<file path="src/rtl/mem_access_unit_pkg.sv">
`default_nettype none
// ---------------------------------------------------------------------------
// mem_access_unit_pkg: shared types for the data-memory access stage.
// Rev 1.0
// ---------------------------------------------------------------------------
package mem_access_unit_pkg;

  typedef enum logic [1:0] {IDLE, LO, HI, DONE} mau_state_t;
  typedef enum logic [1:0] {SZ_B, SZ_H, SZ_W, SZ_D} mem_size_t;

  function automatic logic [31:0] size_bytes(input mem_size_t s);
    return 32'd1 << s;
  endfunction

endpackage
`default_nettype wire

</file>
<file path="src/rtl/mem_lane_align.sv">
`default_nettype none
// ---------------------------------------------------------------------------
// mem_lane_align: byte-lane masks, store lane shift, load extract/extend.
// Rev 1.0
// ---------------------------------------------------------------------------
module mem_lane_align
  import mem_access_unit_pkg::*;
#(
  parameter int XLEN = 32
) (
  input  logic                        load_i,
  input  logic                        phase_hi_i,
  input  logic [$clog2(XLEN/8)-1:0]   off_i,
  input  mem_size_t                   size_i,
  input  logic                        unsigned_i,
  input  logic [2*XLEN-1:0]           data_i,
  output logic [XLEN/8-1:0]           mbe_o,
  output logic [XLEN-1:0]             data_o
);

  localparam int NB = XLEN / 8;

  logic [31:0]       bytes;
  logic [2*NB-1:0]   ones;
  logic [2*NB-1:0]   lanes;
  logic [2*XLEN-1:0] st_shift;
  logic [XLEN-1:0]   raw;
  logic [XLEN-1:0]   ext;
  logic              msb;

  assign bytes = size_bytes(size_i);

  always_comb begin
    ones = '0;
    for (int i = 0; i < 2*NB; i++) begin
      ones[i] = 32'(i) < bytes;
    end
  end

  // Lanes beyond NB belong to the second word of a boundary-crossing access.
  assign lanes    = ones << off_i;
  assign mbe_o    = phase_hi_i ? lanes[2*NB-1:NB] : lanes[NB-1:0];
  assign st_shift = data_i << {off_i, 3'b000};
  assign raw      = XLEN'(data_i >> {off_i, 3'b000});

  always_comb begin
    msb = 1'b0;
    ext = '0;
    for (int i = 0; i < NB; i++) begin
      if (32'(i) + 1 == bytes) msb = raw[8*i+7];
    end
    for (int i = 0; i < NB; i++) begin
      ext[8*i +: 8] = (32'(i) < bytes) ? raw[8*i +: 8] : {8{msb & ~unsigned_i}};
    end
  end

  assign data_o = load_i     ? ext :
                  phase_hi_i ? st_shift[2*XLEN-1:XLEN] : st_shift[XLEN-1:0];

endmodule
`default_nettype wire

</file>
<file path="src/rtl/mem_access_unit.sv">
`default_nettype none
// ---------------------------------------------------------------------------
// mem_access_unit: D-cache access stage with lane alignment and split access.
// Rev 1.0
// ---------------------------------------------------------------------------
module mem_access_unit
  import mem_access_unit_pkg::*;
#(
  parameter int XLEN             = 32,
  parameter int ADDR_W           = 32,
  parameter bit SPLIT_MISALIGNED = 1'b1
) (
  input  logic              clk,
  input  logic              rst,
  input  logic              req_valid,
  input  logic              req_read,
  input  logic              req_write,
  input  logic [2:0]        req_funct3,
  input  logic [ADDR_W-1:0] req_addr,
  input  logic [XLEN-1:0]   req_wdata,
  input  logic              flush,
  output logic              stall,
  output logic              resp_valid,
  output logic [XLEN-1:0]   resp_rdata,
  output logic              misalign_fault,
  output logic              data_read,
  output logic              data_write,
  output logic [XLEN/8-1:0] data_mbe,
  output logic [ADDR_W-1:0] data_addr,
  output logic [XLEN-1:0]   data_wdata,
  input  logic              data_resp,
  input  logic [XLEN-1:0]   data_rdata
);

  localparam int unsigned NB    = XLEN / 8;
  localparam int          OFF_W = $clog2(NB);

  mau_state_t        state_q;
  logic              read_q, write_q, uns_q, fault_q, cross_q;
  mem_size_t         size_q;
  logic [ADDR_W-1:0] addr_q;
  logic [XLEN-1:0]   wdata_q, lo_buf_q, hi_buf_q;

  mem_size_t         req_size;
  logic [31:0]       req_bytes;
  logic              req_cross, req_illegal, req_fault, accept;
  logic              active, phase_hi, done;
  logic [OFF_W-1:0]  off;
  logic [ADDR_W-1:0] aligned;
  logic [NB-1:0]     st_mbe, ld_mbe;
  logic [XLEN-1:0]   st_data, ld_data;

  assign req_size    = mem_size_t'(req_funct3[1:0]);
  assign req_bytes   = size_bytes(req_size);
  assign req_cross   = (32'(req_addr[OFF_W-1:0]) + req_bytes) > NB;
  assign req_illegal = (req_bytes > NB) | (req_read & req_write);
  assign req_fault   = req_illegal | (req_cross & ~SPLIT_MISALIGNED);
  // Gated by rst so every output reads zero while reset is held.
  assign accept      = (state_q == IDLE) & req_valid & (req_read | req_write) & ~flush & ~rst;

  always_ff @(posedge clk or posedge rst) begin
    if (rst) begin
      state_q  <= IDLE;
      read_q   <= 1'b0;
      write_q  <= 1'b0;
      uns_q    <= 1'b0;
      fault_q  <= 1'b0;
      cross_q  <= 1'b0;
      size_q   <= SZ_B;
      addr_q   <= '0;
      wdata_q  <= '0;
      lo_buf_q <= '0;
      hi_buf_q <= '0;
    end else begin
      case (state_q)
        IDLE: if (accept) begin
          read_q  <= req_read;
          write_q <= req_write;
          uns_q   <= req_funct3[2];
          size_q  <= req_size;
          addr_q  <= req_addr;
          wdata_q <= req_wdata;
          fault_q <= req_fault;
          cross_q <= req_cross;
          state_q <= req_fault ? DONE : LO;
        end
        LO: if (data_resp) begin
          lo_buf_q <= data_rdata;
          state_q  <= cross_q ? HI : DONE;
        end
        HI: if (data_resp) begin
          hi_buf_q <= data_rdata;
          state_q  <= DONE;
        end
        default: state_q <= IDLE;
      endcase
    end
  end

  assign active   = (state_q == LO) | (state_q == HI);
  assign phase_hi = (state_q == HI);
  assign done     = (state_q == DONE);
  assign off      = addr_q[OFF_W-1:0];
  assign aligned  = {addr_q[ADDR_W-1:OFF_W], {OFF_W{1'b0}}};

  mem_lane_align #(.XLEN(XLEN)) u_store_align (
    .load_i     (1'b0),
    .phase_hi_i (phase_hi),
    .off_i      (off),
    .size_i     (size_q),
    .unsigned_i (uns_q),
    .data_i     ({{XLEN{1'b0}}, wdata_q}),
    .mbe_o      (st_mbe),
    .data_o     (st_data)
  );

  mem_lane_align #(.XLEN(XLEN)) u_load_align (
    .load_i     (1'b1),
    .phase_hi_i (phase_hi),
    .off_i      (off),
    .size_i     (size_q),
    .unsigned_i (uns_q),
    .data_i     ({hi_buf_q, lo_buf_q}),
    .mbe_o      (ld_mbe),
    .data_o     (ld_data)
  );

  assign stall          = accept | active;
  assign data_read      = active & read_q;
  assign data_write     = active & write_q;
  assign data_mbe       = active ? (write_q ? st_mbe : ld_mbe) : '0;
  assign data_addr      = active ? (phase_hi ? aligned + ADDR_W'(NB) : aligned) : '0;
  assign data_wdata     = (active & write_q) ? st_data : '0;
  assign resp_valid     = done;
  assign misalign_fault = done & fault_q;
  assign resp_rdata     = (done & read_q & ~fault_q) ? ld_data : '0;

endmodule
`default_nettype wire

</file>
<file path="config.mk">
export PLATFORM = sky130hd
export DESIGN_NAME = mem_access_unit
export DESIGN_NICKNAME = d
export VERILOG_FILES = /design/src/rtl/mem_access_unit_pkg.sv /design/src/rtl/mem_lane_align.sv /design/src/rtl/mem_access_unit.sv
export SDC_FILE = /design/constraint.sdc
export NUM_CORES = 1
export LEC_CHECK = 0
export ABC_CLOCK_PERIOD_IN_PS = 9300
export CORE_MARGIN = 2
export CORE_UTILIZATION = 46
export CTS_CLUSTER_SIZE = 25
export DETAILED_ROUTE_END_ITERATION = 10
export HOLD_SLACK_MARGIN = 0.05
export PLACE_DENSITY = 0.82
export SETUP_SLACK_MARGIN = 0.1
export SYNTH_ARGS = -nofsm -noshare
export SYNTH_HDL_FRONTEND = slang
export SYNTH_SLANG_ARGS = --single-unit
</file>
<file path="constraint.sdc">
create_clock -name clk -period 9.3 [get_ports clk]
set_input_delay 1.86 -clock clk [delete_from_list [all_inputs] [get_ports clk]]
set_output_delay 1.86 -clock clk [all_outputs]
set_load 0.005 [all_outputs]
</file>
[Word-level counts from Yosys, hierarchy flattened]
Cells that the tools add are included.
Word-level totals
  memories: 0
  logic and storage cells: 83
  output and inout bits: 105
  bits in writable memories: 0
  bits in read-only memories: 0
  register bits: 137
  bits in latches: 0
Cells by class
  multiplexer cells: 21
  bitwise gates (word level): 19
  add/subtract/negate cells: 2
  equality and inequality tests: 10
  shifts and indexed selects: 5
  multiply operators: 0
  div/mod/pow operators: 0
  magnitude comparators: 10
  reduce and logical (&&, ||, !) cells: 5
Operator list (number)
  $mux W32: 5
  $lt A3 B32 Y1 const A: 4
  $eq A2 B32 Y1 const A: 2
  $gt A32 B3 Y1 const B: 2
  $lt A1 B32 Y1 const A: 2
  $lt A2 B32 Y1 const A: 2
  $shl A1 B2 Y32 const A: 2
  $shl A32 B5 Y64: 1
  $shr A64 B5 Y32: 1
  $add A2 B32 Y32: 1
  $add A32 B3 Y32 const B: 1
  $eq A1 B32 Y1 const A: 1
  $eq A3 B32 Y1 const A: 1
  $mux W8: 4
  $and A1 B1 Y1: 11
  $mux W2: 4
  $mux W4: 2
  $shl A8 B2 Y8: 1
  $ne A2 B2 Y1 const B: 3
  $pmux W2 S3: 1
  $reduce_and A2 Y1: 3
  $mux W1: 5
  $eq A2 B2 Y1 const B: 2
  $not A1 Y1: 4
  other kinds (4): 7

[Logic depth before layout (Yosys ltp)]
Gate-level depths: netlist of run 1.
  depth in word-level cells: 9
  gate-level depth with buffers: 8
  mapped depth without buffers: 8

[Modules after synthesis]
From an unflattened synthesis of run 1, not the netlist that was laid out.
Second synthesis, totals
  cells, all modules: 1153
  area total of the unflattened synthesis: 12580.8 µm²
By module, submodules not included
  mem_access_unit: times used 1, area each 6612.6 µm², cells an instance 551, sequential area each 3428.3 µm²
  mem_lane_align: times used 2, area each 2984.1 µm², cells an instance 301, sequential area each 0.0 µm²

[Worst setup path before layout of run 1]
No wires, ideal clock.
  path type: input to output
  start: in flush
  end: out stall
  cell stages on the path: 4
  path buffers: 2
  data arrival time: 3.041 ns
  path slack: 4.399 ns
  path through: nor4_1 -> clkbuf_1 -> clkbuf_1 -> or2_2
Between the ends
  longest elaborated chain between the ends: 4
RTL lines
  start, declared: RTL line mem_access_unit.sv:21  | input logic flush,
  $not A1 Y1: RTL line mem_access_unit.sv:59  | assign accept = (state_q == IDLE) & req_valid & (req_read | req_write) & ~flush & ~rst;
  $and A1 B1 Y1 (2 in series): RTL line mem_access_unit.sv:59
  $or A1 B1 Y1: RTL line mem_access_unit.sv:128  | assign stall = accept | active;
  end, declared: RTL line mem_access_unit.sv:22  | output logic stall,
No other way between the ends.

[Final worst setup path of run 1]
  start: in rst
  end: out stall
Between the ends
  longest elaborated chain between the ends: 3
RTL lines
  start, declared: RTL line mem_access_unit.sv:14  | input logic rst,
  $not A1 Y1: RTL line mem_access_unit.sv:59
  $and A1 B1 Y1: RTL line mem_access_unit.sv:59
  $or A1 B1 Y1: RTL line mem_access_unit.sv:128
No other way between the ends.

==> results of run 1 <==
state kept, by name, summed over array words and instances, names as in the netlist:
name and cells:
addr_q 32, cross_q 1, fault_q 1, hi_buf_q 24
lo_buf_q 32, read_q 1, size_q 2, state_q 2
uns_q 1, wdata_q 32, write_q 1
per-layer routing:
metal	global-route usage, %	vias to the layer above	wire length, um
met2	37.7	325	10200
met5	0	-	0
met1	34.4	3276	9670
met4	9.18	0	573
li1	-	3175	-
met3	5.67	39	1740
per-stage QoR:
step | setup WS [ns] | total power, W
finish | 3.38 | 0.00367
global route | 3.22 | 0.00391
CTS | 3.38 | 0.00367
detailed placement | 3.38 | 0.00298
global placement | 3.39 | 0.00292
floorplan | 4.00 | 0.00226
cells in the final DEF, fill, tap and decap left out, drive strengths merged, types with 3 or more instances in the layout:
| cell type | synthesis | layout |
|---|---|---|
| mux2i | 49 | 49 |
| nor2b | 5 | 5 |
| clkbuf | 33 | 23 |
| or3 | 6 | 6 |
| ha | 7 | 7 |
| and4 | 3 | 3 |
| dfrtp | 129 | 129 |
| nor4 | 3 | 3 |
| a22o | 8 | 8 |
| xnor2 | 7 | 7 |
| inv | 20 | 20 |
| nand2b | 3 | 3 |
| o31ai | 13 | 13 |
| a21oi | 55 | 55 |
| clkinv | 1 | 7 |
| a22oi | 10 | 10 |
| and2 | 3 | 3 |
| clkdlybuf4s50 | 0 | 208 |
| o21ai | 52 | 52 |
| nand2 | 44 | 44 |
| o2bb2ai | 8 | 8 |
| a211oi | 17 | 17 |
| nor3 | 15 | 15 |
| buf | 26 | 9 |
| or4 | 16 | 16 |
| or2 | 4 | 4 |
| nor2 | 73 | 73 |
| xor2 | 3 | 3 |
| nand3 | 9 | 9 |
| mux2 | 141 | 141 |
| nand4 | 6 | 6 |
report_power, final:
group          switching [W]  total (W)  internal, W
combinational       0.000900    0.00187     0.000974
clock               0.000246   0.000668     0.000422
sequential          0.000279    0.00113     0.000854
total                0.00142    0.00367      0.00225
layout make-up:
cell class / instances / share of cell area, %
Multi-Input combinational cell: 569 / 40.1
Sequential cell: 129 / 30.6
Timing Repair Buffer: 217 / 20.3
Clock buffer: 23 / 4.62
Tap cell: 220 / 2.61
Clock inverter: 9 / 0.995
Inverter: 21 / 0.770
cell families after synthesis:
group | count (synthesis) | synth area share (%)
multiplexers | 192 | 27.3
AND/OR/NAND/NOR | 190 | 11.5
flip-flops | 129 | 41.5
AO/OA/AOI/OAI | 167 | 12.9
buffers and inverters | 80 | 4.20
other | 1 | 0.0482
adder cells (fa/ha/maj) | 8 | 1.38
XOR/XNOR | 10 | 1.13
cell usage after synthesis:
library cell	number
mux2_2	141
dfrtp_1	129
nor2_1	73
a21oi_1	55
mux2i_1	49
nand2_1	44
clkbuf_1	33
o21ai_0	33
inv_1	20
o21ai_1	19
a211oi_1	17
or4_1	16
buf_2	15
nor3_1	15
o31ai_1	13
a22oi_1	10
buf_1	9
a22o_1	8
nand3_1	8
o2bb2ai_1	8
ha_1	7
xnor2_1	7
nand4_1	6
or3_1	6
nor2b_1	5
or2_2	4
and2_1	3
and4_1	3
nand2b_1	3
nor4_1	3
xor2_1	3
buf_4	2
mux4_2	2
o22ai_1	2
a31oi_1	1
clkinv_1	1
conb_1	1
fa_1	1
nand3_2	1
o221ai_1	1
worst max-delay path, cell delays in order:
cell and delay, ns:
clkdlybuf4s50_1 0.52, nor4_2 0.33, buf_4 0.64, or2_2 0.22, clkdlybuf4s50_1 0.49
how the worst max path moves through the flow:
stage,endpoint,slack [ns]
after floorplan,addr_q[0],4.00
after global placement,stall,3.39
after detailed placement,stall,3.38
after CTS,stall,3.38
after global routing,stall,3.22
final,stall,3.38
==> results.toml, run 1 <==
[status]
status = "finished clean"

[synthesis]
ys_types = 40
synthesis.area_um2 = 7780
synth_area_leaders = "dfrtp_1 41%, mux2_2 20%, mux2i_1 6.3%, a21oi_1 3.5%, nor2_1 3.5%"
syn_inst = 777
synth.avg_cell_area_um2 = 10.0
yosys.area.top_type = "dfrtp_1"
ys_seq_elements = 129
ys_seq_area_share_pct = 41.5
synth_top_area_share_pct = 41.5
yosysWarnings = 0

[sta]
period_minus_slack_ns = 5.92
drv_slew = 0
rsz0062_at_grt = "no"
fin_crit_sh_pct = 63.7
setup_viol = 0
max_freq_mhz = 169
tightest_slew_ns = 1.25
hold_slack_ns = 0.500
fin_tns_setup_ns = 0
hold_viol = 0
relSlewSlack_pct = 16.6
fin_worst_skew_ns = 0.00523

[worst_hold_path]
whs_path_depth = 1
min_to = "lo_buf_q[8]"
min_path_type = "flop to flop"
hold_path.startpoint = "lo_buf_q[8]"

[layout]
layout.cells.non_filler = 1188
area_growth_pct = 35.8
fin_nets = 1069
num_antenna_cells = 0
n_fill_cell = 1333
seq_area_um2 = 3230
drive_above_1_share_pct = 19.7
utilization_pct = 63.7
multiInputGateArea_um2 = 4230
post-route-cell-area_um2 = 10600

[cts]
post_cts_resized = 0
cts_setup_buffers = 0
cts_htree_levels = 4
cts_tree = "done"
cts_hold_buf = 0
cts_buffer_depth = 2
cts_sinks = 129
root_buffer = "clkbuf_16"
clk_latency_ns = 0.42
cts_made_buffers = 17
cts.reportedPaths.clkPinSlew_ns = 0.05

[routing]
drtPass1Iterations = 5
drt_iter0_markers = 522
drt_wl_total_um = 22200
wl_per_cell_um = 18.7
route.detailed.drc = 0
dr_total_vias = 6815
ant_nets = 0
avgViaCountPerCell = 5.74

[placement]
dpl_cell_area_um2 = 9970
gp_congestion = 0.882
portBuffers = 208
dp_hpwl_um = 15200
place_inst = 1156

[global_route]
antenna_found_initial = 0
grt_pass1_vias = 6407
grt_overflow_total = 0
grt_pass1_wl_um = 34700
grt_max_degree = 83
grtUsageTotal_pct = 24.7

[worst_setup_path]
ff2ff_path_depth = 5
arrival_ns = 4.06
regToRegStartpoint = "state_q[0]"
end_kind = "output pin"
crit_fanout = 60
crit_type = "input pin to output pin"
critPathLaunchType = "input pin"
r2r_slack_ns = 6.75
crit_path_start = "rst"
r2r-end = "hi_buf_q[18]"
worstPathRequired_ns = 7.44

[die]
dieArea_um2 = 18000
coreArea_um2 = 16600
fp.dieW_um = 134
num_rows = 47
start_util_pct = 46.9
die_y_um = 134
io_pins = 211

[job]
drv_cap = 0

[power_and_ir_drop]
p_per_area_nw_per_um2 = 348
power.leakage_nw = 4.22
peakVddDrop_v = 0.000167
No activity file was read; power rests on OpenSTA's default activity.
==> inputs of run 2 (changes only) <==
Settings changed: ABC_CLOCK_PERIOD_IN_PS 9300 to 6100.
Clock period 9.3 ns to 6.1 ns, I/O delays scaled along.
==> run 2 against run 1 <==
Compared with the run above:
- sequential share of layout area about the same
- clock power up 57%
- setup slack worse by 1.9 ns
==> results.toml, run 2 (synthesis gave the netlist of run 1 again) <==
[sta]
relSlewSlack_pct = 20.7
max_freq_mhz = 217
rsz0062_at_grt = "no"
tightest_slew_ns = 1.19
fin_crit_sh_pct = 75.7
fin_worst_skew_ns = 0.00666
setup_viol = 0
fin_tns_setup_ns = 0
hold_viol = 0
drv_slew = 0
hold_slack_ns = 0.505
period_minus_slack_ns = 4.62

[die]
dieArea_um2 = 18000
num_rows = 47
fp.dieW_um = 134
io_pins = 211
coreArea_um2 = 16600
die_y_um = 134
start_util_pct = 46.9

[routing]
route.detailed.drc = 0
wl_per_cell_um = 18.5
dr_total_vias = 6833
drt_iter0_markers = 440
avgViaCountPerCell = 5.76
drt_wl_total_um = 21900
ant_nets = 0
drtPass1Iterations = 5

[power_and_ir_drop]
peakVddDrop_v = 0.000248
power.leakage_nw = 4.21
p_per_area_nw_per_um2 = 531

[worst_setup_path]
critPathTopFamily = "simple AND/OR/NAND/NOR gates"
end_kind = "output pin"
crit_fanout = 18
crit_type = "flop to output pin"
cpMostUsedCell = "or4_1"
max_stage_delay_ns = 0.81
worstPathRequired_ns = 4.88
arrival_ns = 3.40
cp_cell_sequence = "inv_1, ha_1, nand2_1, or4_1, or4_1, a21oi_1, clkdlybuf4s50_1"
critPathSlowestCell = "or4_1"
crit_buf_inv = 2
critPathLaunchType = "flop"

[layout]
area_growth_pct = 35.9
final_cell_mix = "208 x clkdlybuf4s50_1, 141 x mux2_2, 127 x dfrtp_1, 73 x nor2_1, 55 x a21oi_1"
post-route-cell-area_um2 = 10600
final_common_cell = "clkdlybuf4s50_1"
reg.largest.list = "addr_q (32), lo_buf_q (32), wdata_q (32)"
layout.cells.non_filler = 1187
drive_above_1_share_pct = 19.9
num_antenna_cells = 0
fin_nets = 1068

[worst_hold_path]
min_path_type = "flop to flop"

[cts]
clk_latency_ns = 0.42
cts_sinks = 129
cts_tree = "done"
cts_made_buffers = 17
cts_htree_levels = 4
cts_buffer_depth = 2
cts.reportedPaths.clkPinSlew_ns = 0.06
post_cts_resized = 0
cts_setup_buffers = 0
cts_hold_buf = 0
root_buffer = "clkbuf_16"

[placement]
portBuffers = 208
gp_congestion = 0.882
dp_hpwl_um = 15200
place_inst = 1155
dpl_cell_area_um2 = 9970

[status]
status = "finished clean"

[global_route]
grt_max_degree = 89
grt_overflow_total = 0
grt_pass1_wl_um = 34600
antenna_found_initial = 0
grt_pass1_vias = 6445
grtUsageTotal_pct = 24.4

[job]
drv_cap = 0
[run 2: cell types whose count changed in the layout (fill, tap and decap cells not counted), moves of 2 or more]
cell,delta
clkbuf_8,-4
inv_6,+3
clkbuf_1,-2
clkinv_2,-2
clkinv_4,+2
clkinvlp_4,+2
[run 2: layout make-up]
class | instances | area [um^2]
Clock buffer | 17 | 425
Clock inverter | 15 | 184
Fill cell | 1397 | 6010
Inverter | 21 | 81.3
Multi-Input combinational cell | 569 | 4230
Sequential cell | 129 | 3230
Tap cell | 220 | 275
Timing Repair Buffer | 216 | 2140
[run 2: per-stage QoR]
stage / util, % / setup WS, ns / total power (W)
2_1_floorplan: - / 1.44 / 0.00345
3_3_place_gp: 60.1 / 1.97 / 0.00448
3_5_place_dp: 60.1 / 1.93 / 0.00454
4_1_cts: 63.8 / 1.47 / 0.00563
5_1_grt: 63.8 / 1.28 / 0.00599
6_report: 63.8 / 1.48 / 0.00562
[run 2: worst paths after layout]
path	startpoint	to	slack, ns	depth (start not counted)
max	state_q[0]	data_addr[24]	1.48	7
min	write_q	write_q	0.50	1
max reg2reg	state_q[0]	hi_buf_q[11]	3.56	5
min reg2reg	write_q	write_q	0.50	1
max in group asynchronous	rst	wdata_q[29]	3.52	3
min in group asynchronous	rst	read_q	1.47	2
[run 2: per-layer routing]
layer	vias up	part of all wire [%]	routed length (um)	global-route usage, %
met1	3366	42	9290	32.6
met3	23	7.4	1630	6.05
li1	3177	-	-	-
met4	0	1.6	355	5.96
met2	267	49	10600	40.1
met5	-	0	0	0
[run 2: power by group]
part | total, W | internal (W) | switching, W | leakage, nW
Clock | 0.00105 | 0.000646 | 0.000401 | 0.290
Sequential | 0.00178 | 0.00130 | 0.000485 | 1.55
Combinational | 0.00278 | 0.00148 | 0.00130 | 2.37
Total | 0.00562 | 0.00343 | 0.00219 | 4.21
